--- config.mk ---
export PLATFORM = sky130hd
export DESIGN_NAME = arb_rr_pkt
export DESIGN_NICKNAME = d
export VERILOG_FILES = /design/src/rtl/arb_rr_pkt_pkg.sv /design/src/rtl/arb_rr_pkt_rr_pick.sv /design/src/rtl/arb_rr_pkt.sv
export SDC_FILE = /design/constraint.sdc
export NUM_CORES = 1
export LEC_CHECK = 0
export CELL_PAD_IN_SITES_DETAIL_PLACEMENT = 1
export CELL_PAD_IN_SITES_GLOBAL_PLACEMENT = 1
export CORE_MARGIN = 4
export CORE_UTILIZATION = 40
export CTS_BUF_LIST = sky130_fd_sc_hd__clkbuf_16
export DETAILED_ROUTE_END_ITERATION = 8
export PLACE_DENSITY = 0.76
export RECOVER_POWER = 25
export SYNTH_ARGS = -nofsm -noshare
export SYNTH_HDL_FRONTEND = slang
export SYNTH_HIERARCHICAL = 1
export SYNTH_SLANG_ARGS = --single-unit
export TNS_END_PERCENT = 5
--- constraint.sdc ---
create_clock -name clk -period 5.3 [get_ports clk]
set_clock_uncertainty 0.2 [all_clocks]
set_input_delay 1.325 -clock clk [delete_from_list [all_inputs] [get_ports clk]]
set_output_delay 1.325 -clock clk [all_outputs]
set_load 0.01 [all_outputs]
--- src/rtl/arb_rr_pkt_pkg.sv ---
// Shared types and constants for the packet-locking output-port arbiter.
package noc_arb_pkg;

   // Default number of requesting input ports on one router output
   localparam int NPORT_DEF = 5;

   // Arbiter FSM: IDLE waits for any request, LOCK holds a grant for a packet
   typedef enum logic {
      IDLE = 1'b0,
      LOCK = 1'b1
   } arb_state_t;

   // Traffic class encoding as presented on grt_mc
   localparam logic CLS_UC = 1'b0;
   localparam logic CLS_MC = 1'b1;

   // Generic enable/disable levels
   localparam logic ENABLE  = 1'b1;
   localparam logic DISABLE = 1'b0;

endpackage

--- src/rtl/arb_rr_pkt_rr_pick.sv ---
// rr_pick: combinational round-robin find-first-set.
// Searches i_req starting at (i_ptr+1) mod NPORT upward with wrap-around.
module rr_pick
   import noc_arb_pkg::*;
#(
   parameter int NPORT = 5,
   parameter int IDW   = $clog2(NPORT)
) (
   input  logic [NPORT-1:0] i_req,
   input  logic [IDW-1:0]   i_ptr,
   output logic             o_hit,
   output logic [IDW-1:0]   o_idx
);

   // Walk offsets from farthest to nearest so the nearest set bit is written last and wins
   always_comb begin
      logic [IDW-1:0] w_cand;
      o_hit  = DISABLE;
      o_idx  = '0;
      w_cand = '0;
      for (int i = NPORT; i >= 1; i--) begin
         w_cand = IDW'((int'(i_ptr) + i) % NPORT);
         if (i_req[w_cand]) begin
            o_hit = ENABLE;
            o_idx = w_cand;
         end
      end
   end

endmodule

--- src/rtl/arb_rr_pkt.sv ---
// arb_rr_pkt: packet-locking round-robin arbiter for one router output port.
// Multicast beats unicast; each class has its own round-robin pointer.
// A grant is registered and held until the owner's tail flit or request drop.
// Optional macro ARB_STARVE_EN bounds consecutive multicast wins while
// unicast waits (STARVE_MAX); without it multicast priority is strict.
module arb_rr_pkt
   import noc_arb_pkg::*;
#(
   parameter int NPORT      = NPORT_DEF,
   parameter int IDW        = $clog2(NPORT),
   parameter int STARVE_MAX = 15
) (
   input  logic             clk,
   input  logic             rst,
   input  logic [NPORT-1:0] u_req,
   input  logic [NPORT-1:0] m_req,
   input  logic [NPORT-1:0] multab_ct,
   input  logic [NPORT-1:0] tail,
   output logic [NPORT-1:0] grt,
   output logic             grt_mc,
   output logic [IDW-1:0]   grt_id,
   output logic             busy
);

   localparam logic [NPORT-1:0] ONE_HOT0 = NPORT'(1);

   arb_state_t       r_state, w_state_next;
   logic [NPORT-1:0] r_grt, w_grt_next;
   logic             r_grt_mc, w_grt_mc_next;
   logic [IDW-1:0]   r_grt_id, w_grt_id_next;
   logic             r_busy, w_busy_next;
   logic [IDW-1:0]   r_ptr_m, w_ptr_m_next;
   logic [IDW-1:0]   r_ptr_u, w_ptr_u_next;

   logic [NPORT-1:0] w_m_elig, w_u_elig;
   logic             w_m_hit, w_u_hit;
   logic [IDW-1:0]   w_m_idx, w_u_idx;
   logic             w_own_tail, w_own_req, w_arb;
   logic             w_force_uc, w_sel_mc, w_sel_uc;

   assign w_m_elig = m_req & ~multab_ct;
   assign w_u_elig = u_req;

   rr_pick #(.NPORT(NPORT), .IDW(IDW)) u_pick_m (
      .i_req (w_m_elig),
      .i_ptr (r_ptr_m),
      .o_hit (w_m_hit),
      .o_idx (w_m_idx)
   );

   rr_pick #(.NPORT(NPORT), .IDW(IDW)) u_pick_u (
      .i_req (w_u_elig),
      .i_ptr (r_ptr_u),
      .o_hit (w_u_hit),
      .o_idx (w_u_idx)
   );

   // A locked packet ends on the owner's tail flit, or aborts when its class request drops
   assign w_own_tail = tail[r_grt_id];
   assign w_own_req  = (r_grt_mc == CLS_MC) ? m_req[r_grt_id] : u_req[r_grt_id];
   assign w_arb      = (r_state == IDLE) || ((r_state == LOCK) && (w_own_tail || !w_own_req));

   assign w_sel_mc = w_m_hit && !w_force_uc;
   assign w_sel_uc = w_u_hit && !w_sel_mc;

`ifdef ARB_STARVE_EN
   localparam int SCW = (STARVE_MAX < 1) ? 1 : $clog2(STARVE_MAX + 1);

   logic [SCW-1:0] r_starve_cnt;

   assign w_force_uc = (r_starve_cnt == SCW'(STARVE_MAX)) && (|w_u_elig);

   // Count multicast wins taken while unicast is waiting; any unicast win or uncontested multicast win clears it
   always_ff @(posedge clk or posedge rst) begin
      if (rst) begin
         r_starve_cnt <= '0;
      end else if (w_arb) begin
         if (w_sel_mc) begin
            r_starve_cnt <= (|w_u_elig) ? (r_starve_cnt + SCW'(1)) : '0;
         end else if (w_sel_uc) begin
            r_starve_cnt <= '0;
         end
      end
   end
`else
   assign w_force_uc = DISABLE;
`endif

   // Next grant, class, pointers and FSM state; everything holds unless arbitration is open
   always_comb begin
      w_state_next  = r_state;
      w_grt_next    = r_grt;
      w_grt_mc_next = r_grt_mc;
      w_grt_id_next = r_grt_id;
      w_busy_next   = r_busy;
      w_ptr_m_next  = r_ptr_m;
      w_ptr_u_next  = r_ptr_u;
      if (w_arb) begin
         if (w_sel_mc) begin
            w_state_next  = LOCK;
            w_grt_next    = ONE_HOT0 << w_m_idx;
            w_grt_mc_next = CLS_MC;
            w_grt_id_next = w_m_idx;
            w_busy_next   = ENABLE;
            w_ptr_m_next  = w_m_idx;
         end else if (w_sel_uc) begin
            w_state_next  = LOCK;
            w_grt_next    = ONE_HOT0 << w_u_idx;
            w_grt_mc_next = CLS_UC;
            w_grt_id_next = w_u_idx;
            w_busy_next   = ENABLE;
            w_ptr_u_next  = w_u_idx;
         end else begin
            // Nothing eligible: drop the grant but keep grt_id pointing at the last owner
            w_state_next  = IDLE;
            w_grt_next    = '0;
            w_grt_mc_next = CLS_UC;
            w_busy_next   = DISABLE;
         end
      end
   end

   // State and output registers; pointers reset to NPORT-1 so port 0 has first priority
   always_ff @(posedge clk or posedge rst) begin
      if (rst) begin
         r_state  <= IDLE;
         r_grt    <= '0;
         r_grt_mc <= CLS_UC;
         r_grt_id <= '0;
         r_busy   <= DISABLE;
         r_ptr_m  <= IDW'(NPORT - 1);
         r_ptr_u  <= IDW'(NPORT - 1);
      end else begin
         r_state  <= w_state_next;
         r_grt    <= w_grt_next;
         r_grt_mc <= w_grt_mc_next;
         r_grt_id <= w_grt_id_next;
         r_busy   <= w_busy_next;
         r_ptr_m  <= w_ptr_m_next;
         r_ptr_u  <= w_ptr_u_next;
      end
   end

   assign grt    = r_grt;
   assign grt_mc = r_grt_mc;
   assign grt_id = r_grt_id;
   assign busy   = r_busy;

endmodule
**Word-level counts from Yosys, hierarchy flattened**

Index checks and enable logic that the tools add are counted.
W data, S select, Z words.

- Input port bits: 22
- Output and inout bits: 10
- Flip-flop bits (word level): 16
- Word-level logic and storage cells: 107

- Reduce and logical (&&, ||, !) cells: 10
- Div/mod/pow operators: 10
- Muxes and demuxes: 54
- $add $sub $neg: 10
- Shift operators: 2
- Bitwise gates (word level): 4
- Order comparisons: 11

Operators by type and width:

| cell | count |
|---|---|
| $mod A32 B4 Y32 const B | 10 |
| $lt A3 B4 Y1 const B | 11 |
| $bmux W1 S3 | 13 |
| $mux W3 | 12 |
| $mux W1 | 27 |
| $add A3 B2 Y4 const B | 4 |
| $add A3 B3 Y4 const B | 4 |
| $mux W5 | 2 |
| $shl A1 B3 Y5 const A | 2 |
| $add A3 B1 Y4 const B | 2 |
| $and A5 B5 Y5 | 1 |
| $not A5 Y5 | 1 |
| $reduce_and A2 Y1 | 2 |
| $reduce_and A3 Y1 | 1 |
| $logic_and A1 B1 Y1 | 2 |
| $logic_not A1 Y1 | 2 |
| $logic_or A1 B1 Y1 | 2 |
| $not A1 Y1 | 2 |
| $reduce_bool A2 Y1 | 1 |

**Longest topological paths before layout**

- Word-level depth: 13
- Mapped depth: 24
- Depth with buffers taken out: 22

**By module**

The synthesis kept the hierarchy.

By module, submodules not included:

| module | cells each | seq. area each (um^2) | area each (um^2) | times used |
|---|---|---|---|---|
| rr_pick at u_pick_u | 232 | 0.0 | 1781.7 | 1 |
| rr_pick at u_pick_m | 243 | 0.0 | 1729.2 | 1 |
| arb_rr_pkt | 114 | 402.9 | 1091.0 | 1 |

**Worst setup path before layout**

Ideal clock, no wire load.

- Path type: flip-flop to flip-flop
- From: register r_ptr_m[0]
- To: register r_grt[1], in the netlist grt[1]
- Arrival: 5324 ps
- Required time: 5036 ps
- Library setup time: 64 ps
- Stages on the path, launching flop included: 25
- Clock period less this slack: 5588 ps
- Slack: -288 ps
- Path buffers: 3
- Path through: dfrtp_1 > buf_2 > inv_2 > ha_1 > clkbuf_1 > inv_1 > ha_1 > nor2_1 > a21oi_1 > xnor2_1 > ha_1 > inv_1 > o22ai_1 > o21ai_1 > xnor2_1 > mux2i_1 > nor2_1 > o31a_1 > or4_1 > clkbuf_1 > nand2b_1 > nor2_1 > nand2_1 > o22ai_1 > mux2_2

- Cells in the longest elaborated chain, start to end: 13
- Elaborated cells between the ends (all ways): 35
- Classes of those cells: add/sub (5); div (5); shift (1); mux (22); reduce/logical (2)

Ends and longest elaborated chain:

| item | RTL line | text |
|---|---|---|
| start: declaration | arb_rr_pkt.sv:32 | `logic [IDW-1:0] r_ptr_m, w_ptr_m_next;` |
| start signal: assignment | arb_rr_pkt.sv:131 | `r_ptr_m <= IDW'(NPORT - 1);` |
| start signal: assignment | arb_rr_pkt.sv:139 | `r_ptr_m <= w_ptr_m_next;` |
| $add A3 B3 Y4 | arb_rr_pkt_rr_pick.sv:22 | `w_cand = IDW'((int'(i_ptr) + i) % NPORT);` |
| $mod A32 B4 Y32 | arb_rr_pkt_rr_pick.sv:22 |  |
| $bmux W1 S3 | arb_rr_pkt_rr_pick.sv:23 | `if (i_req[w_cand]) begin` |
| $mux W1 (not written as such) | arb_rr_pkt_rr_pick.sv:23 |  |
| $mux W1 (4 in series) | arb_rr_pkt_rr_pick.sv:23 |  |
| $mux W1 (*) | arb_rr_pkt_rr_pick.sv:23 |  |
| named net w_m_hit | arb_rr_pkt.sv:36 | `logic w_m_hit, w_u_hit;` |
| $logic_not A1 Y1 | arb_rr_pkt.sv:64 | `assign w_sel_uc = w_u_hit && !w_sel_mc;` |
| $logic_and A1 B1 Y1 | arb_rr_pkt.sv:64 |  |
| $mux W5 | arb_rr_pkt.sv:106 | `end else if (w_sel_uc) begin` |
| $mux W5 (*) | arb_rr_pkt.sv:99 | `if (w_sel_mc) begin` |
| end signal: assignment | arb_rr_pkt.sv:135 | `r_grt <= w_grt_next;` |
| end: declaration | arb_rr_pkt.sv:28 | `logic [NPORT-1:0] r_grt, w_grt_next;` |

The timed path passes the listed nets; every way through them passes the cells marked *. The select of a mux whose other input is x is not followed.
A chain may end at the register's enable or synchronous reset.

**Final worst setup path**

- From: register r_ptr_u[1]
- To: register r_grt[0], in the netlist grt[0]

- Cells in the longest elaborated chain, start to end: 12
- Elaborated cells between the ends (all ways): 34
- Classes of those cells: add/sub (5); div (5); shift (1); mux (22); reduce/logical (1)

Ends and longest elaborated chain:

| item | RTL line | text |
|---|---|---|
| start: declaration | arb_rr_pkt.sv:33 | `logic [IDW-1:0] r_ptr_u, w_ptr_u_next;` |
| start signal: assignment | arb_rr_pkt.sv:132 | `r_ptr_u <= IDW'(NPORT - 1);` |
| start signal: assignment | arb_rr_pkt.sv:140 | `r_ptr_u <= w_ptr_u_next;` |
| $add A3 B3 Y4 | arb_rr_pkt_rr_pick.sv:22 |  |
| $mod A32 B4 Y32 | arb_rr_pkt_rr_pick.sv:22 |  |
| $bmux W1 S3 | arb_rr_pkt_rr_pick.sv:23 |  |
| $mux W1 (not written as such) | arb_rr_pkt_rr_pick.sv:23 |  |
| $mux W3 (4 in series) | arb_rr_pkt_rr_pick.sv:23 |  |
| $mux W3 (*) | arb_rr_pkt_rr_pick.sv:23 |  |
| named net w_u_idx[0] | arb_rr_pkt.sv:37 | `logic [IDW-1:0] w_m_idx, w_u_idx;` |
| $shl A1 B3 Y5 (*) | arb_rr_pkt.sv:108 | `w_grt_next = ONE_HOT0 << w_u_idx;` |
| $mux W5 (*) | arb_rr_pkt.sv:106 |  |
| $mux W5 (*) | arb_rr_pkt.sv:99 |  |

Marked as above.

==> flow_summary_export.csv <==
group,metric,value,unit
logic_synthesis,synthCells,589,
sta,setup-tns-final,0,ns
floorplanning,start_util,41.7,%
logic_synthesis,yosys-top-cells-area,"ha_1, dfrtp_1, mux2i_1",
setup_path,ff2ff_path_depth,20,
setup_path,regToRegStartpoint,"r_ptr_u[1]",
logic_synthesis,yosysUniqueCellTypes,95,
clocking,numCtsBuffers,3,
setup_path,crit_fanout,7,
cells_and_area,layout-drive-gt1-share,17.2,%
placed_design,finalWeightedCongestion,0.941,
clocking,cts_tree,"built",
drt,antenna_left,0,
sta,tightestPinTransition,0.861,ns
drt,drtIter0Drc,246,
placed_design,dp.final_hpwl,11900,um
sta,holdWs,0.310,ns
drt,drt-vias-per-instance,6.30,
logic_synthesis,synth-edff-count,0,
sta,finalSetupViolCount,0,
logic_synthesis,yosys-top-cells-count,"ha_1, nor2_1, nand2_1",
drt,wl_per_cell,19.6,um
drt,route.detailed.drc,0,
floorplanning,boundaryPins,32,
cells_and_area,antennaDiodeCount,0,
hold_path,hp-class,"reg2reg",
logic_synthesis,synth-seq-cells,16,
sta,clock.fmax,198,MHz
floorplanning,die_area,13300,um^2
global_route,overflow,0,
hold_path,min_from,"grt[3]",
outcome,status,"finished clean",
floorplanning,fp-row-count,38,
placed_design,io_buffers,31,
logic_synthesis,synth_area,4600,um^2
setup_path,critPathKind,"reg2reg",
global_route,grt_pass1_wl,24500,um
setup_path,r2r_setup_slack,0.24,ns
sta,maxSlewViolCount,0,
sta,hold_viol_final,0,
drt,drt_first_pass_iters,6,
floorplanning,core_area,11000,um^2
global_route,track_usage,22.4,%
setup_path,endpoint_kind,"flip-flop",
placed_design,dp.cells,758,
clocking,cts.htree.levels,1,
clocking,clockBufferDepth,2,
job,drv_cap,0,
clocking,clock_sinks,16,
drt,num_vias,4830,
global_route,antenna_found_initial,0,
clocking,clkTransAtPathRegs,0.05,ns
setup_path,r2r-end,"grt[0]",
hold_path,hold_end,"grt[3]",
logic_synthesis,yosys.area.top_type_share,14.7,%
global_route,grt_pass1_vias,4943,
floorplanning,dieHeight,115,um
clocking,clock-root-buffer,"clkbuf_16",
logic_synthesis,synth_most_common_cell,"ha_1",
setup_path,required,5.23,ns
floorplanning,die_w,115,um
logic_synthesis,synthArstFlopShare,100,%
clocking,cts_hold_buffers,0,
clocking,clk_latency,0.25,ns
sta,finalCriticalPeriod,5.06,ns
logic_synthesis,syn_nets,666,
logic_synthesis,syn_avg_cell_area,7.81,um^2
logic_synthesis,yosys.area.top_type,"ha_1",
logic_synthesis,ys_warn_count,6,
cells_and_area,fin_cells,767,
setup_path,arrival,4.99,ns
sta,slew_headroom,42.5,%
logic_synthesis,ys_seq_area_share,8.75,%
cells_and_area,fin_nets,705,
cells_and_area,syn_to_final_growth,17.3,%
drt,wl,15000,um
sta,fin_crit_sh,95.5,%
setup_path,critPathLaunchType,"flip-flop",
global_route,grt_max_degree,24,
hold_path,worstHoldPathCells,1,
logic_synthesis,synth-main-ff-cell,"dfrtp_1",
## how the worst max path moves through the flow
stage,slack (ns),to,from,cells past startpoint
6_report,0.24,grt[0],r_ptr_u[1],20
3_3_place_gp,0.15,grt[0],m_req[0],12
3_5_place_dp,0.05,grt[0],r_ptr_u[1],20
4_1_cts,0.02,grt[0],r_ptr_u[1],20
2_1_floorplan,0.05,grt[1],r_ptr_m[0],24
5_1_grt,-0.08,grt_id[0],r_ptr_u[1],20
## cells in the final DEF (no fill, tap or decap), types with 10 or more instances in the layout
cell type         n
nand3_1          23
clkdlybuf4s50_1  30
o21ai_0          22
a21oi_1          29
mux2_2           16
nor2_1           44
o211ai_1         10
nand2b_1         11
nor2b_1          11
buf_4            35
ha_1             54
mux2i_1          27
dfrtp_1          14
a31oi_1          15
inv_1            38
nor3_1           10
nand2_1          43
## per-stage QoR
stage / instance area [um^2] / worst slack (ns) / util (%)
2_1_floorplan: 4620 / 0.0463 / -
3_3_place_gp: 5170 / 0.149 / 46.9
3_5_place_dp: 5170 / 0.0536 / 46.9
4_1_cts: 5250 / 0.0150 / 47.6
5_1_grt: 5400 / -0.0799 / 49.0
6_report: 5400 / 0.241 / 49.0
## layout make-up
type,instances,area [um^2]
Tap cell,140,175
Timing Repair Buffer,66,573
Multi-Input combinational cell,495,3990
Inverter,46,179
Clock inverter,1,3.75
Sequential cell,16,403
Fill cell,1364,5630
Clock buffer,3,75.1
## worst max-delay path, cell delays in order, from the launching register on
cell and delay, ns:
dfrtp_1 0.41, clkinvlp_4 0.19, ha_1 0.27, xnor2_2 0.26
inv_2 0.11, ha_1 0.22, nor2_1 0.16, a21oi_1 0.12
xnor2_2 0.19, ha_1 0.25, nand2b_1 0.11, o2111ai_1 0.14
o211ai_2 0.17, mux2i_1 0.48, nand2_1 0.12, nor2_1 0.20
nor3b_1 0.10, o31ai_2 0.56, nor2_1 0.15, a22o_1 0.25
mux2_2 0.26
## timing repair
| item | CTS | global route |
|---|---|---|
| buffers inserted | 0 | 5 |
| hold endpoints to repair | 0 | 0 |
| setup endpoints to repair | 0 | 15 |
| gates resized for setup | 0 | 17 |
## per-layer routing
layer / track usage [%] / vias up / part of all wire [%]
li1: - / 2285 / -
met5: 0 / - / 0
met4: 5.16 / 0 / 1.7
met3: 1.84 / 31 / 3.2
met1: 28.0 / 2405 / 43
met2: 41.6 / 109 / 52
## flip-flops by register name (all words and copies together) (netlist names)
register / cells
busy: 1
grt: 5
grt_mc: 1
grt_id: 3
r_ptr_m: 3
r_ptr_u: 3
## kinds of logic after synthesis
family	synth area share, %
simple gates	22.1
xor+xnor	4.08
flops	8.75
fa+ha+maj	15.1
buf+inv	7.04
compound gates	29.2
mux	13.7
Power is not shown: default switching activity piles up to over one toggle a cycle in this logic, so the estimate is an artifact.
